[src/rtl/exe_pkg.sv]
// exe_pkg: shared types and decode helpers for the execute stage.
//   op_e    - 5-bit operation code. Codes 0x00-0x09 are register-register
//             ALU ops; the same ALU function with bit 4 set (0x10-0x19)
//             takes the immediate as its second operand.
//   state_e - execute FSM state.
//   is_alu / uses_imm / is_branch / is_mem / writes_rd - decode helpers.
package exe_pkg;

    typedef enum logic [4:0] {
        OP_ADD   = 5'h00,
        OP_SUB   = 5'h01,
        OP_AND   = 5'h02,
        OP_OR    = 5'h03,
        OP_XOR   = 5'h04,
        OP_SLL   = 5'h05,
        OP_SRL   = 5'h06,
        OP_SRA   = 5'h07,
        OP_SLT   = 5'h08,
        OP_SLTU  = 5'h09,
        OP_LUI   = 5'h0A,
        OP_BEQ   = 5'h0B,
        OP_BNE   = 5'h0C,
        OP_BLT   = 5'h0D,
        OP_BGE   = 5'h0E,
        OP_BLTU  = 5'h0F,
        OP_ADDI  = 5'h10,
        OP_SUBI  = 5'h11,
        OP_ANDI  = 5'h12,
        OP_ORI   = 5'h13,
        OP_XORI  = 5'h14,
        OP_SLLI  = 5'h15,
        OP_SRLI  = 5'h16,
        OP_SRAI  = 5'h17,
        OP_SLTI  = 5'h18,
        OP_SLTIU = 5'h19,
        OP_BGEU  = 5'h1A,
        OP_JAL   = 5'h1B,
        OP_JALR  = 5'h1C,
        OP_LW    = 5'h1D,
        OP_SW    = 5'h1E,
        OP_NOP   = 5'h1F
    } op_e;

    typedef enum logic [1:0] {
        ST_IDLE = 2'd0,
        ST_MEM  = 2'd1,
        ST_OUT  = 2'd2
    } state_e;

    // ALU function codes live in the low nibble of the op.
    localparam logic [3:0] ALU_ADD  = 4'd0;
    localparam logic [3:0] ALU_SUB  = 4'd1;
    localparam logic [3:0] ALU_AND  = 4'd2;
    localparam logic [3:0] ALU_OR   = 4'd3;
    localparam logic [3:0] ALU_XOR  = 4'd4;
    localparam logic [3:0] ALU_SLL  = 4'd5;
    localparam logic [3:0] ALU_SRL  = 4'd6;
    localparam logic [3:0] ALU_SRA  = 4'd7;
    localparam logic [3:0] ALU_SLT  = 4'd8;
    localparam logic [3:0] ALU_SLTU = 4'd9;

    function automatic logic is_alu(op_e op);
        return (op[3:0] <= ALU_SLTU);
    endfunction

    function automatic logic uses_imm(op_e op);
        return is_alu(op) && op[4];
    endfunction

    function automatic logic is_branch(op_e op);
        return (op == OP_BEQ)  || (op == OP_BNE)  || (op == OP_BLT) ||
               (op == OP_BGE)  || (op == OP_BLTU) || (op == OP_BGEU);
    endfunction

    function automatic logic is_mem(op_e op);
        return (op == OP_LW) || (op == OP_SW);
    endfunction

    function automatic logic writes_rd(op_e op);
        return is_alu(op) || (op == OP_LUI) || (op == OP_JAL) ||
               (op == OP_JALR) || (op == OP_LW);
    endfunction

endpackage

[src/rtl/exe_alu.sv]
// exe_alu: combinational ALU and branch comparator.
//   op_i      - operation code
//   a_i, b_i  - operands (b_i is already rs2 or imm as the op requires)
//   result_o  - ALU result (b_i for LUI, 0 for non-ALU ops)
//   taken_o   - branch condition true (branch ops only)
module exe_alu
    import exe_pkg::*;
#(
    parameter int XLEN = 32
) (
    input  op_e             op_i,
    input  logic [XLEN-1:0] a_i,
    input  logic [XLEN-1:0] b_i,
    output logic [XLEN-1:0] result_o,
    output logic            taken_o
);

    localparam int SHW = $clog2(XLEN);

    logic [SHW-1:0] shamt;
    logic           lt_s;
    logic           lt_u;

    assign shamt = b_i[SHW-1:0];
    assign lt_s  = $signed(a_i) < $signed(b_i);
    assign lt_u  = a_i < b_i;

    always_comb begin
        result_o = '0;
        taken_o  = 1'b0;
        if (is_alu(op_i)) begin
            case (op_i[3:0])
                ALU_ADD:  result_o = a_i + b_i;
                ALU_SUB:  result_o = a_i - b_i;
                ALU_AND:  result_o = a_i & b_i;
                ALU_OR:   result_o = a_i | b_i;
                ALU_XOR:  result_o = a_i ^ b_i;
                ALU_SLL:  result_o = a_i << shamt;
                ALU_SRL:  result_o = a_i >> shamt;
                ALU_SRA:  result_o = $unsigned($signed(a_i) >>> shamt);
                ALU_SLT:  result_o = {{(XLEN-1){1'b0}}, lt_s};
                ALU_SLTU: result_o = {{(XLEN-1){1'b0}}, lt_u};
                default:  result_o = '0;
            endcase
        end else begin
            case (op_i)
                OP_LUI:  result_o = b_i;
                OP_BEQ:  taken_o  = (a_i == b_i);
                OP_BNE:  taken_o  = (a_i != b_i);
                OP_BLT:  taken_o  = lt_s;
                OP_BGE:  taken_o  = !lt_s;
                OP_BLTU: taken_o  = lt_u;
                OP_BGEU: taken_o  = !lt_u;
                default: begin
                    result_o = '0;
                    taken_o  = 1'b0;
                end
            endcase
        end
    end

endmodule

[src/rtl/exe_stage.sv]
// exe_stage: execute stage with a one-entry registered output.
//   clk_i, rst_i                 - clock, async active-high reset
//   in_valid_i / in_ready_o      - upstream handshake
//   in_op_i, in_pc_i, in_rs1_i, in_rs2_i, in_imm_i, in_rd_i - decoded op
//   mem_req_o / mem_ack_i        - memory handshake (req held until ack)
//   mem_we_o, mem_addr_o, mem_wdata_o, mem_rdata_i - memory data path
//   out_valid_o / out_ready_i    - writeback handshake
//   out_we_o, out_rd_o, out_data_o, out_err_o - writeback beat
//   jmp_en_o, jmp_addr_o, clr_o  - fetch redirect / younger-stage flush
//
// state | meaning
// IDLE  | accept ops; ALU/branch/jump/misaligned beats load the output reg
// MEM   | mem_req held with stable addr/data/we until mem_ack
// OUT   | memory beat presented; back to IDLE on out_ready
module exe_stage
    import exe_pkg::*;
#(
    parameter int XLEN         = 32,
    parameter int RESET_PC_OFS = 4
) (
    input  logic            clk_i,
    input  logic            rst_i,
    input  logic            in_valid_i,
    output logic            in_ready_o,
    input  logic [4:0]      in_op_i,
    input  logic [XLEN-1:0] in_pc_i,
    input  logic [XLEN-1:0] in_rs1_i,
    input  logic [XLEN-1:0] in_rs2_i,
    input  logic [XLEN-1:0] in_imm_i,
    input  logic [4:0]      in_rd_i,
    output logic            mem_req_o,
    input  logic            mem_ack_i,
    output logic            mem_we_o,
    output logic [XLEN-1:0] mem_addr_o,
    output logic [XLEN-1:0] mem_wdata_o,
    input  logic [XLEN-1:0] mem_rdata_i,
    output logic            out_valid_o,
    input  logic            out_ready_i,
    output logic            out_we_o,
    output logic [4:0]      out_rd_o,
    output logic [XLEN-1:0] out_data_o,
    output logic            out_err_o,
    output logic            jmp_en_o,
    output logic [XLEN-1:0] jmp_addr_o,
    output logic            clr_o
);

    localparam logic [XLEN-1:0] LINK_OFS  = XLEN'(RESET_PC_OFS);
    localparam logic [XLEN-1:0] JALR_MASK = {{(XLEN-1){1'b1}}, 1'b0};

    state_e          state_q;
    logic            out_valid_q, out_we_q, out_err_q;
    logic [4:0]      out_rd_q;
    logic [XLEN-1:0] out_data_q;
    logic            jmp_en_q;
    logic [XLEN-1:0] jmp_addr_q;
    logic            mem_req_q, mem_we_q;
    logic [XLEN-1:0] mem_addr_q, mem_wdata_q;

    op_e             op;
    logic [XLEN-1:0] b_sel, alu_res, agu_sum, jmp_tgt, beat_data;
    logic            br_taken, misalign, jump, beat_we, in_fire;

    assign op = op_e'(in_op_i);

    assign b_sel = (uses_imm(op) || op == OP_LUI) ? in_imm_i : in_rs2_i;

    exe_alu #(.XLEN(XLEN)) u_alu (
        .op_i     (op),
        .a_i      (in_rs1_i),
        .b_i      (b_sel),
        .result_o (alu_res),
        .taken_o  (br_taken)
    );

    assign agu_sum  = in_rs1_i + in_imm_i;
    assign misalign = is_mem(op) && (agu_sum[1:0] != 2'b00);
    assign jump     = (is_branch(op) && br_taken) || op == OP_JAL || op == OP_JALR;
    assign jmp_tgt  = (op == OP_JALR) ? (agu_sum & JALR_MASK) : (in_pc_i + in_imm_i);
    assign beat_we  = writes_rd(op) && (in_rd_i != 5'd0) && !misalign;

    // Misaligned accesses report the faulting address in out_data.
    always_comb begin
        beat_data = alu_res;
        if (op == OP_JAL || op == OP_JALR)
            beat_data = in_pc_i + LINK_OFS;
        else if (is_mem(op))
            beat_data = agu_sum;
    end

    // Reset also holds in_ready low so every output reads 0 while in reset.
    assign in_ready_o = !rst_i && (state_q == ST_IDLE) && (!out_valid_q || out_ready_i);
    assign in_fire    = in_valid_i && in_ready_o;

    always_ff @(posedge clk_i or posedge rst_i) begin
        if (rst_i) begin
            state_q     <= ST_IDLE;
            out_valid_q <= 1'b0;
            out_we_q    <= 1'b0;
            out_err_q   <= 1'b0;
            out_rd_q    <= '0;
            out_data_q  <= '0;
            jmp_en_q    <= 1'b0;
            jmp_addr_q  <= '0;
            mem_req_q   <= 1'b0;
            mem_we_q    <= 1'b0;
            mem_addr_q  <= '0;
            mem_wdata_q <= '0;
        end else begin
            jmp_en_q <= 1'b0;
            case (state_q)
                ST_IDLE: begin
                    if (out_valid_q && out_ready_i) begin
                        out_valid_q <= 1'b0;
                        out_err_q   <= 1'b0;
                    end
                    if (in_fire) begin
                        if (jump) begin
                            jmp_en_q   <= 1'b1;
                            jmp_addr_q <= jmp_tgt;
                        end
                        out_we_q <= beat_we;
                        out_rd_q <= in_rd_i;
                        if (is_mem(op) && !misalign) begin
                            state_q     <= ST_MEM;
                            mem_req_q   <= 1'b1;
                            mem_we_q    <= (op == OP_SW);
                            mem_addr_q  <= agu_sum;
                            mem_wdata_q <= in_rs2_i;
                        end else begin
                            out_valid_q <= 1'b1;
                            out_data_q  <= beat_data;
                            out_err_q   <= misalign;
                        end
                    end
                end
                ST_MEM: begin
                    if (mem_ack_i) begin
                        state_q     <= ST_OUT;
                        mem_req_q   <= 1'b0;
                        out_valid_q <= 1'b1;
                        out_err_q   <= 1'b0;
                        out_data_q  <= mem_we_q ? '0 : mem_rdata_i;
                    end
                end
                ST_OUT: begin
                    if (out_ready_i) begin
                        state_q     <= ST_IDLE;
                        out_valid_q <= 1'b0;
                    end
                end
                default: state_q <= ST_IDLE;
            endcase
        end
    end

    assign out_valid_o = out_valid_q;
    assign out_we_o    = out_we_q;
    assign out_rd_o    = out_rd_q;
    assign out_data_o  = out_data_q;
    assign out_err_o   = out_err_q;
    assign jmp_en_o    = jmp_en_q;
    assign clr_o       = jmp_en_q;
    assign jmp_addr_o  = jmp_addr_q;
    assign mem_req_o   = mem_req_q;
    assign mem_we_o    = mem_we_q;
    assign mem_addr_o  = mem_addr_q;
    assign mem_wdata_o = mem_wdata_q;

endmodule
[config.mk]
export PLATFORM = sky130hd
export DESIGN_NAME = exe_stage
export DESIGN_NICKNAME = d
export VERILOG_FILES = /design/src/rtl/exe_pkg.sv /design/src/rtl/exe_alu.sv /design/src/rtl/exe_stage.sv
export SDC_FILE = /design/constraint.sdc
export NUM_CORES = 1
export LEC_CHECK = 0
export ABC_AREA = 0
export CAP_MARGIN = 10
export CORE_AREA = 2 2 225 227
export DETAILED_ROUTE_END_ITERATION = 8
export DIE_AREA = 0 0 227 229
export PLACE_DENSITY = 0.73
export SYNTH_ARGS = -nofsm -noshare
export SYNTH_HDL_FRONTEND = slang
export SYNTH_SLANG_ARGS = --single-unit
[constraint.sdc]
create_clock -name clk_i -period 9.9 [get_ports clk_i]
set_clock_uncertainty 0.15 [all_clocks]
set_input_delay 1.98 -clock clk_i [delete_from_list [all_inputs] [get_ports clk_i]]
set_output_delay 1.98 -clock clk_i [all_outputs]
set_load 0.01 [all_outputs]
==> results of run 1 <==
## layer usage
layer,vias up,global-route usage,routed length [µm]
met2,1792,0.651,48900
li1,10192,-,-
met5,-,0,46
met1,11629,0.579,46100
met3,342,0.137,15100
met4,8,0.180,5710
## logic make-up after synthesis
family	after synthesis	synth area share
DFF	141	0.180
adders and majority gates	163	0.105
AOI/OAI and AO/OA	855	0.293
buffers and inverters	303	0.0615
xor gates and xnor gates	104	0.0466
and+or+nand+nor	935	0.210
muxes	139	0.103
## cells in the mapped netlist, types with 10 or more instances
cell,instances
sky130_fd_sc_hd__inv_1,125
sky130_fd_sc_hd__nand2_1,431
sky130_fd_sc_hd__nand4_1,22
sky130_fd_sc_hd__xor2_1,34
sky130_fd_sc_hd__buf_1,12
sky130_fd_sc_hd__nor4_1,21
sky130_fd_sc_hd__o2111ai_1,14
sky130_fd_sc_hd__a2111oi_0,11
sky130_fd_sc_hd__nand3_1,68
sky130_fd_sc_hd__nor2b_1,17
sky130_fd_sc_hd__xnor2_1,70
sky130_fd_sc_hd__o21ai_0,185
sky130_fd_sc_hd__mux4_2,45
sky130_fd_sc_hd__o21bai_1,24
sky130_fd_sc_hd__clkbuf_1,141
sky130_fd_sc_hd__a22oi_1,17
sky130_fd_sc_hd__nor2_1,227
sky130_fd_sc_hd__ha_1,160
sky130_fd_sc_hd__o22ai_1,26
sky130_fd_sc_hd__mux2i_1,58
sky130_fd_sc_hd__o211ai_1,37
sky130_fd_sc_hd__o221ai_1,18
sky130_fd_sc_hd__o21a_1,21
sky130_fd_sc_hd__nor3_1,39
sky130_fd_sc_hd__a221oi_1,34
sky130_fd_sc_hd__or2_2,11
sky130_fd_sc_hd__dfrtp_1,141
sky130_fd_sc_hd__mux2_1,25
sky130_fd_sc_hd__buf_2,13
sky130_fd_sc_hd__o31ai_1,23
sky130_fd_sc_hd__and2_1,11
sky130_fd_sc_hd__nand2b_1,35
sky130_fd_sc_hd__a31oi_1,21
sky130_fd_sc_hd__a32oi_1,10
sky130_fd_sc_hd__a211oi_1,33
sky130_fd_sc_hd__and3_1,21
sky130_fd_sc_hd__or3_1,13
sky130_fd_sc_hd__a21o_1,51
sky130_fd_sc_hd__a222oi_1,11
sky130_fd_sc_hd__a221o_1,11
sky130_fd_sc_hd__a21oi_1,213
## area by class of cell
| cell class | count | area, µm² | area share |
|---|---|---|---|
| multi-input cells | 2196 | 14900 | 0.615 |
| repair buffers | 408 | 3850 | 0.159 |
| flip-flops and latches | 141 | 3530 | 0.146 |
| well taps | 672 | 841 | 0.0347 |
| inverters | 129 | 489 | 0.0202 |
| clock buffers | 17 | 425 | 0.0176 |
| clock inverters | 15 | 174 | 0.00718 |
| diodes | 2 | 5.00 | 0.000207 |
## worst max-delay path: cells and delay by family
kind,cells,cell delay (ns)
AND/OR/NAND/NOR,7,2.44
AO/OA/AOI/OAI,4,1.27
buffers and inverters,6,2.20
multiplexers,1,0.40
adder cells (fa/ha/maj),1,0.50
## state kept, by name, summed over array words and instances, names as in the netlist
name         cells
mem_req_o        1
mem_we_o         1
mem_wdata_o     32
out_valid_o      1
out_rd_o         5
out_data_o      32
out_we_o         1
out_err_o        1
clr_o            1
state_q          2
mem_addr_o      32
jmp_addr_o      32
## how the worst min path moves through the flow
stage | startpoint | end | slack [ns]
floorplan | mem_wdata_o[0] | mem_wdata_o[0] | 0.36
global placement | mem_wdata_o[0] | mem_wdata_o[0] | 0.31
detailed placement | mem_addr_o[28] | mem_addr_o[28] | 0.31
CTS | mem_addr_o[10] | mem_addr_o[10] | 0.33
global route | mem_wdata_o[2] | mem_wdata_o[2] | 0.35
finish | mem_wdata_o[23] | mem_wdata_o[23] | 0.33
## through the flow
| step | power, mW | utilization |
|---|---|---|
| floorplan | 1.98 | - |
| global placement | 3.03 | 0.476 |
| detailed placement | 3.05 | 0.476 |
| CTS | 3.76 | 0.488 |
| global route | 3.98 | 0.488 |
| finish | 3.84 | 0.488 |
## report_power, final
part / total [mW] / switching, mW / internal, mW / leakage, nW
combinational: 2.24 / 1.33 / 0.913 / 8.34
sequential: 0.880 / 0.127 / 0.753 / 1.82
clock: 0.716 / 0.357 / 0.359 / 0.283
==> implementation parameters, run 1 <==
Parameter                              Value

Detailed routing
  Average wire length per cell after detail routing    32.3 µm
  Total number of vias    24.0k
  Remaining design rule violation count    0
  Final WL    116 mm
  Iter 0 DRT Violations    3437
  Remaining antenna violation count    0
  Initial DRT Pass Iterations    9
  Average vias per placed instance    6.69

Setup path
  Critical path cell sequence    clkdlybuf4s50_1 > nor4bb_1 > buf_4 > a22o_2 > buf_4 > nand2_1 > nand2_1 > inv_1 > ha_1 > nor4_1 > nand3_1 > nor4_1 > buf_4 > nand3_1 > a22oi_1 > a21oi_1 > o211ai_4 > buf_4 > mux2_2
  Max stage delay on crit path    0.76 ns
  Worst setup SP type    input pin
  Critical Path End Type    flop
  Slowest stage cell, crit path    sky130_fd_sc_hd__clkdlybuf4s50_1
  Worst EP required    10.13 ns
  Worst setup startpoint    in_op_i[4]
  Critical path class    input pin to flop
  Worst-case register-to-register setup slack    4.69 ns
  Most used cell, CP    sky130_fd_sc_hd__buf_4
  Largest fanout of any net on the critical path    33
  Endpoint of the lowest-slack register-to-register path    out_data_o[9]
  End point of the critical path    jmp_addr_o[29]
  Worst Reg2Reg Path Length in Cells    10
  Arrival time at the worst endpoint    8.87 ns
  Startpoint of the lowest-slack register-to-register path    state_q[0]

Power
  Maximum vdd ir drop    0.119 mV
  Leakage power summed over all cells    10.4 nW
  Power density relative to cell area    158 nW/µm²

Place
  Inst Count DP    3546
  Gpl congestion    1.04
  Number of buffers inserted by port buffering    315
  Post-detailed-placement half-perimeter wirelength    88.7 mm
  Worst setup timing slack at the placement stage    0.972 ns
  Post-detailed-placement cell area    23600 µm²

Clock tree
  Clock insertion delay at the later pin of the skew report    0.51 ns
  TritonCTS clock tree    yes
  Number of H-tree levels    4
  Clk slew on worst S/H paths    0.07 ns
  Resized cells post-CTS    0
  Number of buffers on the longest clock path    2
  Cts bufs inserted    17
  Root Buffer Master    sky130_fd_sc_hd__clkbuf_16
  Number of sinks handled by clock tree synthesis    141
  Post-cts hold buffer count    0
  Setup bufs post-CTS    0

Die
  Initial Utilization    0.394
  IO Count    316
  Number of cell rows    82
  Die outline area    52000 µm²
  DIE HEIGHT    229 µm
  Core outline area    49700 µm²
  Chip Width    227 µm

Yosys
  Cell count after synthesis    2640
  Synthesis warning total    0
  Combined area of all synthesized cells    19600 µm²
  Most common flop cell mapped by yosys    sky130_fd_sc_hd__dfrtp_1
  Distinct cells, synth    92
  Avg Inst Size Synth    7.41 µm²
  Post-synthesis sequential element count    141
  Share of async-settable or async-resettable flops after synthesis    1.00
  Share of the synthesized area in the top cell type    0.180
  Largest cells by area after synthesis    sky130_fd_sc_hd__dfrtp_1 18%, sky130_fd_sc_hd__ha_1 10%, sky130_fd_sc_hd__nand2_1 8.3%
  Syn Nets    2978
  Leading area contributor after synthesis    sky130_fd_sc_hd__dfrtp_1
  Portion of the post-synthesis area used by sequential elements    0.180
  Count of flip-flops with a built-in enable after synthesis    0

Worst hold path
  Hold-critical path depth    2
  Hold Path Class    flop to flop

Timing
  Setup WS post-layout    1.27 ns
  Max-slew violation count    0
  Normalized max-slew margin    0.222
  Share of the clock period used by the worst path after layout    0.872
  Accumulated negative setup slack    0 ns
  Worst-margin pin slew    1.17 ns
  Number of endpoints with negative hold slack in the final report    0
  FMAX    116 MHz
  Endpoints failing setup    0
  Post-route worst hold slack    0.327 ns
  Setup repair after global routing missed its margin    false
  Shortest period the worst path allows    8.63 ns

Job
  Max-capacitance violation count    0

Global route
  Remaining global-route overflow    0
  Vias in the first global route    22.6k
  Largest net degree at the start of global routing    96
  Antenna violations before repair    10
  GR Util All Layers    0.436
  Global-route wire length before repair    163 mm

Status
  Result of the run    complete, no violations

Cells and area
  Fin area    24200 µm²
  Share of cells above drive strength 1    0.0791
  P&R area growth vs syn    23.8%
  Highest-count cells in the layout ignoring fill and taps    430 x sky130_fd_sc_hd__nand2_1, 315 x sky130_fd_sc_hd__clkdlybuf4s50_1, 225 x sky130_fd_sc_hd__nor2_1
  Number of fill cells    4944
  Commonest non-fill, non-tap cell in the layout    sky130_fd_sc_hd__nand2_1
  Count of placed standard cells in the final layout, fillers left out    3580
  Final #Nets    3231
Note: power is estimated with default switching activity, not from simulation.
==> run 2, diff against run 1 <==
--- a/config.mk
+++ b/config.mk
@@ -7,10 +7,12 @@
 export LEC_CHECK = 0
 export ABC_AREA = 0
 export CAP_MARGIN = 10
-export CORE_AREA = 2 2 225 227
+export CELL_PAD_IN_SITES_DETAIL_PLACEMENT = 0
+export CELL_PAD_IN_SITES_GLOBAL_PLACEMENT = 2
+export CORE_AREA = 2 2 243 245
 export DETAILED_ROUTE_END_ITERATION = 8
-export DIE_AREA = 0 0 227 229
-export PLACE_DENSITY = 0.73
+export DIE_AREA = 0 0 245 247
+export PLACE_DENSITY = 0.95
 export SYNTH_ARGS = -nofsm -noshare
 export SYNTH_HDL_FRONTEND = slang
 export SYNTH_SLANG_ARGS = --single-unit
==> run 2 against run 1 <==
Via count shrank 2.7%. Clock power decreased by 2%. Sequential power barely moved. Total power shrank 0.87%. Critical path type unchanged. Critical endpoint is now out_data_o[31]. Highest routed layer unchanged.
==> implementation parameters, run 2 (synthesis results as in run 1) <==
Parameter                              Value

Status
  Result of the run    complete, no violations

Setup path
  Worst-case register-to-register setup slack    5.00 ns (+0.31 ns)
  Worst setup SP type    input pin
  Largest fanout of any net on the critical path    23 (-30%)
  Worst EP required    10.16 ns (+0.03 ns)
  Critical path class    input pin to flop
  Slowest stage cell, crit path    sky130_fd_sc_hd__clkdlybuf4s50_1
  Buffers & Inverters on Critical Path    5 (-1)
  Critical path cell sequence    clkdlybuf4s50_1 > o21ai_1 > a22o_2 > buf_4 > nand2_1 > nand2_1 > inv_1 > ha_1 > inv_1 > o21bai_1 > a21oi_1 > nand2b_1 > o31ai_1 > o311ai_0 > buf_4 > a311oi_1 > o2bb2ai_1 > o21ai_0 > a2111oi_0 > nor4_1 > nor2_1
  Max stage delay on crit path    0.74 ns (-0.02 ns)
  Critical Path End Type    flop
  Largest delay share family, worst path    compound AO/OA/AOI/OAI gates
  Arrival time at the worst endpoint    8.33 ns (-0.54 ns)

Die
  IO Count    316 (unchanged)
  Initial Utilization    0.336 (-0.0581)
  DIE HEIGHT    247 µm (+7.9%)
  Die outline area    60500 µm² (+16%)
  Core outline area    58200 µm² (+17%)
  Number of cell rows    89 (+8.5%)
  Chip Width    245 µm (+7.9%)

Timing
  Shortest period the worst path allows    8.08 ns (-0.557 ns)
  Endpoints failing setup    0 (unchanged)
  Accumulated negative setup slack    0 ns (unchanged)
  Share of the clock period used by the worst path after layout    0.816 (-0.0562)
  Setup repair after global routing missed its margin    false
  Normalized max-slew margin    0.166 (-0.0564)
  Worst-margin pin slew    1.25 ns (+0.0800 ns)
  Number of endpoints with negative hold slack in the final report    0 (unchanged)
  Max-slew violation count    0 (unchanged)
  FMAX    124 MHz (+6.9%)

Power
  Power density relative to cell area    156 nW/µm² (-1.6%)
  Maximum vdd ir drop    0.140 mV (+18%)
  Leakage power summed over all cells    10.5 nW (+0.38%)

Cells and area
  Commonest non-fill, non-tap cell in the layout    sky130_fd_sc_hd__nand2_1
  Finished Core Util    0.419 (-0.0689)
  Share of cells above drive strength 1    0.0813 (+0.00218)
  Highest-count cells in the layout ignoring fill and taps    431 x sky130_fd_sc_hd__nand2_1, 315 x sky130_fd_sc_hd__clkdlybuf4s50_1, 226 x sky130_fd_sc_hd__nor2_1
  P&R area growth vs syn    24.7%
  Final #Nets    3239 (+0.25%)
  Number of antenna cells inserted    0 (-2)

Detailed routing
  Average wire length per cell after detail routing    31.5 µm (-2.6%)
  Average vias per placed instance    6.33 (-5.5%)
  Remaining antenna violation count    0 (unchanged)
  Iter 0 DRT Violations    2834 (-18%)
  Final WL    116 mm (+0.26%)
  Remaining design rule violation count    0 (unchanged)
  Initial DRT Pass Iterations    6 (-3)
  Total number of vias    23.3k (-2.7%)

Clock tree
  Post-cts hold buffer count    0 (unchanged)
  Number of sinks handled by clock tree synthesis    141 (unchanged)
  Root Buffer Master    sky130_fd_sc_hd__clkbuf_16
  Number of H-tree levels    4 (unchanged)
  Resized cells post-CTS    0 (unchanged)
  Setup bufs post-CTS    0 (unchanged)
  Cts bufs inserted    17 (unchanged)
  Number of buffers on the longest clock path    2 (unchanged)
  Clk slew on worst S/H paths    0.07 ns (about the same)
  Clock insertion delay at the later pin of the skew report    0.49 ns (-0.02 ns)
  TritonCTS clock tree    yes

Place
  Number of buffers inserted by port buffering    315 (unchanged)
  Gpl congestion    0.978 (-5.6%)
  Post-detailed-placement half-perimeter wirelength    88.9 mm (+0.21%)

Global route
  Largest net degree at the start of global routing    86 (-10%)
  GRT busiest layer    met2
  Remaining global-route overflow    0 (unchanged)
  Met1 usage    0.516 (-0.0639)
  GR Util All Layers    0.376 (-0.0599)
  Antenna violations before repair    4 (-6)
  GR Util met2    0.572 (-0.0786)
  Vias in the first global route    22.3k (-1.5%)
  Global routing met3 resource utilization    0.0777 (-0.0590)
  Global-route wire length before repair    163 mm (-0.29%)

Job
  Max-capacitance violation count    0 (unchanged)

Worst hold path
  Hold Path Class    flop to flop
==> run 2: changes by cell type in the layout (fill, tap and decap cells not counted), moves of 2 or more <==
cell / before / now
sky130_fd_sc_hd__inv_8: 1 / 3
sky130_fd_sc_hd__clkinv_8: 3 / 0
sky130_fd_sc_hd__inv_6: 8 / 6
sky130_fd_sc_hd__clkinvlp_4: 3 / 1
sky130_fd_sc_hd__diode_2: 2 / 0
sky130_fd_sc_hd__buf_4: 93 / 100
sky130_fd_sc_hd__clkinv_4: 0 / 4
==> run 2: final cells by class <==
type | instances | area [µm²]
well taps | 773 | 967
multi-input cells | 2196 | 14900
fillers | 5962 | 33800
flip-flops and latches | 141 | 3530
repair buffers | 416 | 3920
clock inverters | 14 | 150
inverters | 129 | 489
clock buffers | 18 | 439
==> run 2: per-layer routing <==
metal | vias to the layer above | wire length [µm]
li1 | 10214 | -
met1 | 11455 | 49800
met2 | 1418 | 50100
met3 | 231 | 11100
met4 | 6 | 5060
met5 | - | 42
==> run 2: worst paths after layout <==
| kind | cells past startpoint | endpoint | start |
|---|---|---|---|
| setup / recovery | 21 | out_data_o[31] | in_op_i[1] |
| hold / removal | 2 | mem_addr_o[18] | mem_addr_o[18] |
| hold reg to reg | 2 | mem_addr_o[18] | mem_addr_o[18] |
| setup reg to reg | 13 | out_data_o[10] | state_q[1] |
| min in group asynchronous | 2 | mem_addr_o[30] | rst_i |
| max in group asynchronous | 3 | out_data_o[22] | rst_i |
==> run 2: stage by stage <==
step           hold slack, ns  setup slack [ns]  total power, mW  std cells  cell area, µm²
4_1_cts                 0.331              1.98             3.77       3687           24400
5_1_grt                 0.350              1.52             3.98       3687           24400
2_1_floorplan           0.364              2.75             1.98       2640           19600
6_report                0.326              1.82             3.80       3687           24400
3_3_place_gp            0.306              1.69             3.04       3655           23800
3_5_place_dp            0.311              1.44             3.05       3655           23800
==> run 2: power breakdown <==
group          internal [mW]  switching, mW  leakage, nW  total [mW]
clock network          0.363          0.342        0.288       0.705
registers              0.753          0.125         1.82       0.878
logic                  0.918           1.30         8.37        2.22
total                   2.03           1.77         10.5        3.80
==> run 2: worst min-delay path: stages, from the launching register on <==
cell and delay, ns:
sky130_fd_sc_hd__dfrtp_1 0.34, sky130_fd_sc_hd__nand2_1 0.05, sky130_fd_sc_hd__nand2_1 0.05
